File: src/rtl/mem_access_stage_pkg.sv
// Shared definitions for the memory-access pipeline stage.
package mem_access_stage_pkg;

    localparam int RD_MSB = 11;
    localparam int RD_LSB = 9;

    typedef logic [15:0] word_t;

    typedef enum logic {
        IDLE = 1'b0,
        MEM  = 1'b1
    } state_e;

endpackage

File: src/rtl/mem_timeout_counter.sv
// Cycle counter for an outstanding memory request; tc flags the last allowed wait cycle.
module mem_timeout_counter #(
    parameter int TIMEOUT = 16
) (
    input  logic clk,
    input  logic rst_n,
    input  logic clear,
    input  logic enable,
    output logic tc
);

    localparam int CNT_W = $clog2(TIMEOUT);
    localparam logic [CNT_W-1:0] TC_VAL = CNT_W'(TIMEOUT - 1);

    logic [CNT_W-1:0] count;

    always_ff @(posedge clk or negedge rst_n) begin
        if (!rst_n) begin
            count <= '0;
        end else if (clear) begin
            count <= '0;
        end else if (enable) begin
            count <= count + 1'b1;
        end
    end

    assign tc = (count == TC_VAL);

endmodule

File: src/rtl/mem_access_stage.sv
// Memory-access stage: passes ALU results through, or runs one load/store on the
// data port with req/ack, then emits a single-cycle writeback packet.
//
// state | meaning
// IDLE  | ready for a packet; non-memory packets retire here in one cycle
// MEM   | request outstanding, waiting for mem_ack or timeout
module mem_access_stage
    import mem_access_stage_pkg::*;
#(
    parameter int ADDR_W  = 8,
    parameter int TIMEOUT = 16
) (
    input  logic              clk,
    input  logic              rst_n,
    input  logic              in_valid,
    output logic              in_ready,
    input  logic              in_isld,
    input  logic              in_isst,
    input  logic              in_iswb,
    input  logic [15:0]       in_aluresult,
    input  logic [15:0]       in_stdata,
    input  logic [15:0]       in_instr,
    output logic              mem_req,
    output logic              mem_we,
    output logic [ADDR_W-1:0] mem_addr,
    output logic [15:0]       mem_wdata,
    input  logic              mem_ack,
    input  logic [15:0]       mem_rdata,
    output logic              wb_valid,
    output logic [2:0]        wb_rd,
    output logic [15:0]       wb_data,
    output logic [15:0]       wb_instr,
    output logic              mem_err
);

    state_e state_q, state_d;
    word_t  instr_q;
    logic   start_mem, pass_thru, ack_done, timeout;
    logic   tc;
    logic   unused_addr_bits;

    assign unused_addr_bits = ^in_aluresult[15:ADDR_W];
    assign in_ready = (state_q == IDLE);

    mem_timeout_counter #(.TIMEOUT(TIMEOUT)) u_timeout (
        .clk    (clk),
        .rst_n  (rst_n),
        .clear  (start_mem),
        .enable ((state_q == MEM) && !mem_ack),
        .tc     (tc)
    );

    always_ff @(posedge clk or negedge rst_n) begin
        if (!rst_n) begin
            state_q <= IDLE;
        end else begin
            state_q <= state_d;
        end
    end

    // An ack in the timeout cycle takes priority, so the access completes normally.
    always_comb begin
        state_d   = state_q;
        start_mem = 1'b0;
        pass_thru = 1'b0;
        ack_done  = 1'b0;
        timeout   = 1'b0;
        case (state_q)
            IDLE: begin
                if (in_valid) begin
                    if (in_isld || in_isst) begin
                        start_mem = 1'b1;
                        state_d   = MEM;
                    end else begin
                        pass_thru = 1'b1;
                    end
                end
            end
            MEM: begin
                if (mem_ack) begin
                    ack_done = 1'b1;
                    state_d  = IDLE;
                end else if (tc) begin
                    timeout = 1'b1;
                    state_d = IDLE;
                end
            end
            default: state_d = IDLE;
        endcase
    end

    always_ff @(posedge clk or negedge rst_n) begin
        if (!rst_n) begin
            mem_req   <= 1'b0;
            mem_we    <= 1'b0;
            mem_addr  <= '0;
            mem_wdata <= '0;
            instr_q   <= '0;
            wb_valid  <= 1'b0;
            wb_rd     <= '0;
            wb_data   <= '0;
            wb_instr  <= '0;
            mem_err   <= 1'b0;
        end else begin
            wb_valid <= 1'b0;
            if (pass_thru) begin
                wb_valid <= in_iswb;
                wb_data  <= in_aluresult;
                wb_rd    <= in_instr[RD_MSB:RD_LSB];
                wb_instr <= in_instr;
            end
            // Load wins when both ld and st are flagged, so mem_we alone marks a store.
            if (start_mem) begin
                mem_req   <= 1'b1;
                mem_we    <= in_isst & ~in_isld;
                mem_addr  <= in_aluresult[ADDR_W-1:0];
                mem_wdata <= in_stdata;
                instr_q   <= in_instr;
            end
            if (ack_done) begin
                mem_req  <= 1'b0;
                wb_instr <= instr_q;
                if (!mem_we) begin
                    wb_valid <= 1'b1;
                    wb_data  <= mem_rdata;
                    wb_rd    <= instr_q[RD_MSB:RD_LSB];
                end
            end
            if (timeout) begin
                mem_req <= 1'b0;
                mem_err <= 1'b1;
            end
        end
    end

endmodule

File: config.mk
export PLATFORM = sky130hd
export DESIGN_NAME = mem_access_stage
export DESIGN_NICKNAME = d
export VERILOG_FILES = /design/src/rtl/mem_access_stage_pkg.sv /design/src/rtl/mem_timeout_counter.sv /design/src/rtl/mem_access_stage.sv
export SDC_FILE = /design/constraint.sdc
export NUM_CORES = 1
export LEC_CHECK = 0
export BUFFER_PORTS_ARGS = -buffer_cell sky130_fd_sc_hd__buf_4
export CAP_MARGIN = 10
export CORE_MARGIN = 5
export CORE_UTILIZATION = 52
export DETAILED_ROUTE_END_ITERATION = 6
export GPL_ROUTABILITY_DRIVEN = 0
export HOLD_SLACK_MARGIN = 0.06
export PLACE_DENSITY = 0.89
export RECOVER_POWER = 50
export SYNTH_ARGS = -nofsm -noshare
export SYNTH_HDL_FRONTEND = slang
export SYNTH_HIERARCHICAL = 1
export SYNTH_SLANG_ARGS = --single-unit
File: constraint.sdc
create_clock -name clk -period 3.88 [get_ports clk]
set_input_delay 0.388 -clock clk [delete_from_list [all_inputs] [get_ports clk]]
set_output_delay 0.388 -clock clk [all_outputs]
set_load 0.01 [all_outputs]
==> metrics.md, run 1 <==
| Metric | Value |
|---|---|
| Post-CTS Setup Bufs | 0 |
| Count of cell types in the netlist | 29 |
| Clock root cell | clkbuf_8 |
| Later-pin clock latency in the skew report | approximately 340 ps |
| Total Nets Final | about 480 |
| Worst EP arrival | 2410 ps |
| Fin util | 0.686 |
| CP Capture Type | register |
| Clock Tree Buf Depth | 2 |
| H-tree depth | 3 |
| Synth Net Count | about 340 |
| Cells after Synth | approximately 270 |
| Critical path buffers and inverters | 0 |
| Worst path slowest cell | o21a_2 |
| Total number of vias | ~2500 |
| Die Y-Extent | approximately 90 um |
| HPWL after detailed placement | 5860 um |
| Final period utilization | 0.563 |
| Gr ovfl total | 0 |
| TritonCTS Buffers | 9 |
| Core area | 6720 um2 |
| Final Setup Violations | 0 |
| CP delay by family, top | compound AO/OA/AOI/OAI gates |
| Maximum vdd drop | 0.304 mV |
| Vias in the first global route | 2731 |
| Max-cap violations | 1 |
| Final hold vios | 0 |
| First-pass GRT wire length | 13200 um |
| Area growth from synthesis to layout | 30.4% |
| 1st-iter DRT viols | 80 |
| Slew margin rel. | -0.343 |
| Total wire length | roughly 8100 um |
| F_max | 458 MHz |
| Max FO, Critical Path | 47 |
| Final min period | approximately 2200 ps |
| Tightest Pin Transition | about 2000 ps |
| Failing checks | capacitance limit, slew limit |
| Critical Path, Cell by Cell | nor2b_1 > o21a_2 > mux2_2 |
| Starting Density | 0.526 |
| Die ar. | about 8500 um2 |
| Die width | 92.4 um |
| Initial antenna violation count | 0 |
| Post-synthesis sequential area ratio | 0.595 |
| I/O Buffers | ~130 |
| Pre-Repair DR Iteration Count | 5 |
| Mean Syn Cell Area | about 13 um2 |
| Cell Area, Synth | 3530 um2 |
| Critical Path RT | 4100 ps |
| Fraction of layout cells with a size suffix above 1 | 0.400 |
| Area leader, netlist | dfrtp_1 |
| Fin. max-slew vios | 85 |
| Status | finished with violations |
| Std cell rows | 30 |
| Yosys top cell area share | 0.595 |
| Setup total negative slack | 0 ps |
| Pin count of the biggest net entering global routing | 85 |
| Skew final | roughly 11 ps |
| CTS resizes | 0 |
| Drc violations | 0 |
| CTS tree | done |
| Ant. Diodes | 0 |
| RSZ-0062 raised after global routing | no |
| Flops & latches, synth | 84 |
| Leakage | ~2.1 nW |
| Slowest stage delay, CP | ~900 ps |
| Via/cell ratio | 5.18 |
| Post-route ant nets | 0 |
| CTS clk-pin slew, worst paths | approximately 80 ps |
| Post-cts hold buffer count | 0 |
| PwrDens | slightly below 600 nW/um2 |
| Hold Path Class | in -> reg |
| Critical Path Start Type | register |
| Synth area leaders | dfrtp_1, mux2_2, mux2i_1 |
| CTS Sinks | 84 |
| # IOs | about 140 |
| Routed len/inst | about 17 um |
| Yosys warns | 6 |
| Setup CP Type | reg -> reg |
| Total GRT Usage | 0.197 |
==> cells in the mapped netlist (all sizes together) <==
master,count
inv,2
and2,1
a22o,3
nand2,15
nor4b,1
o21ai,14
mux2i,33
nand3b,2
xnor2,1
nor2,24
buf,13
and3,1
dfrtp,84
ha,1
clkbuf,3
a21bo,1
a21o,5
nor2b,2
mux2,41
nand4,1
o21a,2
a21oi,22
==> report_power, final <==
group	total [mW]	switching [mW]	leakage, nW	internal, mW
Combinational	0.796	0.383	1.00	0.413
Sequential	1.28	0.149	0.994	1.13
Clock	0.602	0.291	0.0914	0.311
==> worst register-to-register path: stages, from the launching register on <==
cell and delay, ps:
dfrtp_1 470, nor2b_1 250, o21a_2 900, mux2_2 450
==> layout make-up <==
class / count / area [um2]
clock buffers: 11 / 141
clock inverters: 4 / 50.0
fillers: 535 / 2110
inverters: 2 / 7.51
multi-input cells: 170 / 1300
flip-flops and latches: 84 / 2100
well taps: 80 / 100
repair buffers: 136 / 902
==> cells in the final DEF, fill, tap and decap left out, drive strengths merged <==
| cell type | instances |
|---|---|
| buf | 104 |
| dfrtp | 84 |
| clkbuf | 43 |
| mux2 | 41 |
| mux2i | 33 |
| nor2 | 24 |
| a21oi | 22 |
| nand2 | 15 |
| o21ai | 14 |
| a21o | 5 |
| a22o | 3 |
| nand3b | 2 |
| inv | 2 |
| nor2b | 2 |
| clkinvlp | 2 |
| o21a | 2 |
| nor4b | 1 |
| and2 | 1 |
| clkinv | 1 |
| bufinv | 1 |
| and3 | 1 |
| nand4 | 1 |
| xnor2 | 1 |
| a21bo | 1 |
| ha | 1 |
==> layer usage <==
metal  up-vias  track usage  wire [um]
met5         -            0          0
met4         0       0.0866        183
met3        16       0.0723        748
met2       100        0.320       3910
met1      1199        0.233       3250
li1       1206            -          -
==> cell families (layout without fill, tap and decap cells) <==
group | Yosys count | in the layout | synth area share
flops | 84 | 84 | 0.595
compound gates | 47 | 47 | 0.0761
mux | 74 | 74 | 0.225
simple gates | 47 | 47 | 0.0588
buf+inv | 18 | 153 | 0.0390
xor+xnor | 1 | 1 | 0.00248
fa+ha+maj | 1 | 1 | 0.00354
==> registers in the layout (all words and copies together) (netlist names) <==
name,count
instr_q,16
mem_addr,8
mem_err,1
mem_req,1
mem_wdata,16
mem_we,1
state_q,1
u_timeout/count,4
wb_data,16
wb_instr,16
wb_rd,3
wb_valid,1
==> stage by stage <==
stage               std cells  instance area [um2]  hold slack [ps]  power [mW]  worst slack, ps
global route              487                 4610              249        2.85             1490
CTS                       487                 4730              223        2.79             1650
global placement          472                 4530              444        2.14             1780
finish                    487                 4610              240        2.68             1690
detailed placement        472                 4530              457        2.19             1690
floorplan                 272                 3530             92.4        1.70             2380
==> path summary, 6_finish.rpt <==
path | startpoint | to | slack (ps) | cells past startpoint
max | state_q | instr_q[3] | 1690 | 3
min reg2reg | mem_err | mem_err | 470 | 1
max reg2reg | state_q | instr_q[3] | 1690 | 3
min | in_iswb | wb_valid | 240 | 3
max in group asynchronous | rst_n | mem_we | 2080 | 1
min in group asynchronous | rst_n | wb_instr[3] | 610 | 1
(Power assumes the default switching activity.)
==> run 2: changes to the inputs <==
CORE_UTILIZATION = 49   (was 52)
PLACE_DENSITY = 0.85   (was 0.89)
clock period = 2.3 ns   (was 3.88 ns; I/O delays follow)
==> run 2 against run 1 <==
  * The run now ends clean
  * Clock power rose by 83%
  * Die area rose by 5.4%
  * Combinational power rose by 67%
  * Highest routed layer unchanged
==> metrics.md, run 2 (synthesis results as in run 1) <==
| Metric | Value |
|---|---|
| TritonCTS Buffers | 9 |
| Tightest Pin Transition | just over 900 ps |
| Net Switching | 1.35 mW |
| Worst path slowest cell | dfrtp_1 |
| Total wire length | 7830 um |
| 1st-iter DRT viols | between 50 and 60 |
| Vias in the first global route | between 2000 and 3000 |
| Gr ovfl total | 0 |
| Pre-Repair DR Iteration Count | 4 |
| Setup Slack @ Placement | around 600 ps |
| Critical Path, Cell by Cell | nor2b_1 > o21a_2 > buf_4 > mux2_2 |
| # IOs | ~140 |
| Drc violations | 0 |
| CTS tree | done |
| Fillers | between 600 and 700 |
| Maximum vdd drop | roughly 0.48 mV |
| Initial antenna violation count | 0 |
| Commonest non-fill, non-tap cells in the layout | buf_4, dfrtp_1, mux2_2 |
| Most common cell after layout, fill and taps aside | buf_4 |
| Via/cell ratio | around 5 |
| RSZ-0062 raised after global routing | no |
| Skew final | 11.7 ps |
| Sw Share | 0.295 |
| First-pass GRT wire length | ~12000 um |
| H-tree depth | 3 |
| CTS Sinks | 84 |
| Starting Density | 0.495 |
| Final Setup Violations | 0 |
| Die Y-Extent | ~95 um |
| F_max | a little under 600 MHz |
| Max-cap violations | 0 |
| Combinational share of power | 0.291 |
| CP Capture Type | register |
| Status | finished clean |
| Slew margin rel. | 0.392 |
| Area growth from synthesis to layout | 33.3% |
| Total GRT Usage | 0.177 |
| Post-route cell area | roughly 4700 um2 |
| Leakage | approximately 2.1 nW |
| HPWL after detailed placement | about 5900 um |
| Clock root cell | clkbuf_8 |
| Critical Path Start Type | register |
| Sequential share of power | 0.469 |
| Routed len/inst | between 15 and 20 um |
| I/O Buffers | around 130 |
| Worst EP arrival | about 1900 ps |
| Dpl cell area | ~4600 um2 |
| Total Nets Final | about 480 |
| Final hold vios | 0 |
| Setup CP Type | reg -> reg |
| CTS clk-pin slew, worst paths | approximately 80 ps |
| Hold Path Class | in -> reg |
| Critical Path RT | about 2500 ps |
| Die ar. | 9010 um2 |
| Post-route ant nets | 0 |
| Std cell rows | 31 |
| Total number of vias | between 2000 and 3000 |
| Worst setup margin | ~600 ps |
| Clock Tree Buf Depth | 2 |
| PwrDens | 972 nW/um2 |
| Final hold slack | between 90 and 100 ps |
| Total power | around 4.6 mW |
| Part of the power in the clock network | 0.240 |
| Slowest stage delay, CP | 450 ps |
| Pin count of the biggest net entering global routing | a little over 50 |
| Later-pin clock latency in the skew report | roughly 330 ps |
| Internal | 3.23 mW |
| Die width | 94.9 um |
| Setup total negative slack | 0 ps |
| Core area | approximately 7100 um2 |
| CP delay by family, top | flip-flops |
| Fraction of layout cells with a size suffix above 1 | 0.395 |
| Post-CTS Setup Bufs | 0 |
| Fin. max-slew vios | 0 |
| Critical path buffers and inverters | 1 |
| Ant. Diodes | 0 |
| Max FO, Critical Path | 32 |
| Final period utilization | 0.739 |
| Final min period | about 1700 ps |
==> run 2: cell type report <==
cell class | count | area [um2] | share of cell area
inverters | 2 | 7.51 | 0.00159
clock inverters | 2 | 60.1 | 0.0128
clock buffers | 12 | 145 | 0.0308
multi-input cells | 170 | 1300 | 0.277
repair buffers | 143 | 967 | 0.205
well taps | 99 | 124 | 0.0263
flip-flops and latches | 84 | 2100 | 0.446
==> run 2: power by group through the flow <==
| stage | registers [mW] | clock network, mW | logic, mW |
|---|---|---|---|
| final | 2.15 | 1.10 | 1.33 |
| after global placement | 2.15 | 0 | 1.47 |
| after floorplan | 2.31 | 0 | 0.550 |
| after CTS | 2.16 | 1.13 | 1.52 |
| after detailed placement | 2.18 | 0 | 1.52 |
| after global routing | 2.21 | 1.19 | 1.47 |
==> run 2: worst paths after layout <==
| path | from | to | slack, ps | cells past startpoint |
|---|---|---|---|---|
| setup reg to reg | state_q | instr_q[7] | 600 | 4 |
| max in group asynchronous | rst_n | wb_data[6] | 960 | 3 |
| setup / recovery | state_q | instr_q[7] | 600 | 4 |
| hold / removal | in_iswb | wb_valid | 100 | 3 |
| hold reg to reg | mem_err | mem_err | 460 | 1 |
| min in group asynchronous | rst_n | mem_addr[4] | 570 | 2 |
==> run 2: worst register-to-register path, delay by kind of cell, from the launching register on <==
kind,cells,cell delay (ps)
and+or+nand+nor,1,210
AOI/OAI and AO/OA,1,170
DFF,1,450
buffers and inverters,1,360
muxes,1,400
==> run 2: layer usage <==
layer	wire, um	part of all wire	track usage
met5	0	0	0
met4	92	0.012	0.0637
met3	572	0.073	0.0470
met2	3820	0.49	0.306
met1	3350	0.43	0.212
==> run 2: per-stage QoR <==
| step | instances | util |
|---|---|---|
| 2_1_floorplan | 272 | - |
| 3_3_place_gp | 497 | 0.648 |
| 3_5_place_dp | 497 | 0.648 |
| 4_1_cts | 512 | 0.679 |
| 5_1_grt | 512 | 0.660 |
| 6_report | 512 | 0.660 |
==> run 2: timing repair <==
item	4_1_cts	5_1_grt
resized for setup	0	0
hold buffers	1	0
endpoints found under the hold margin	34	0
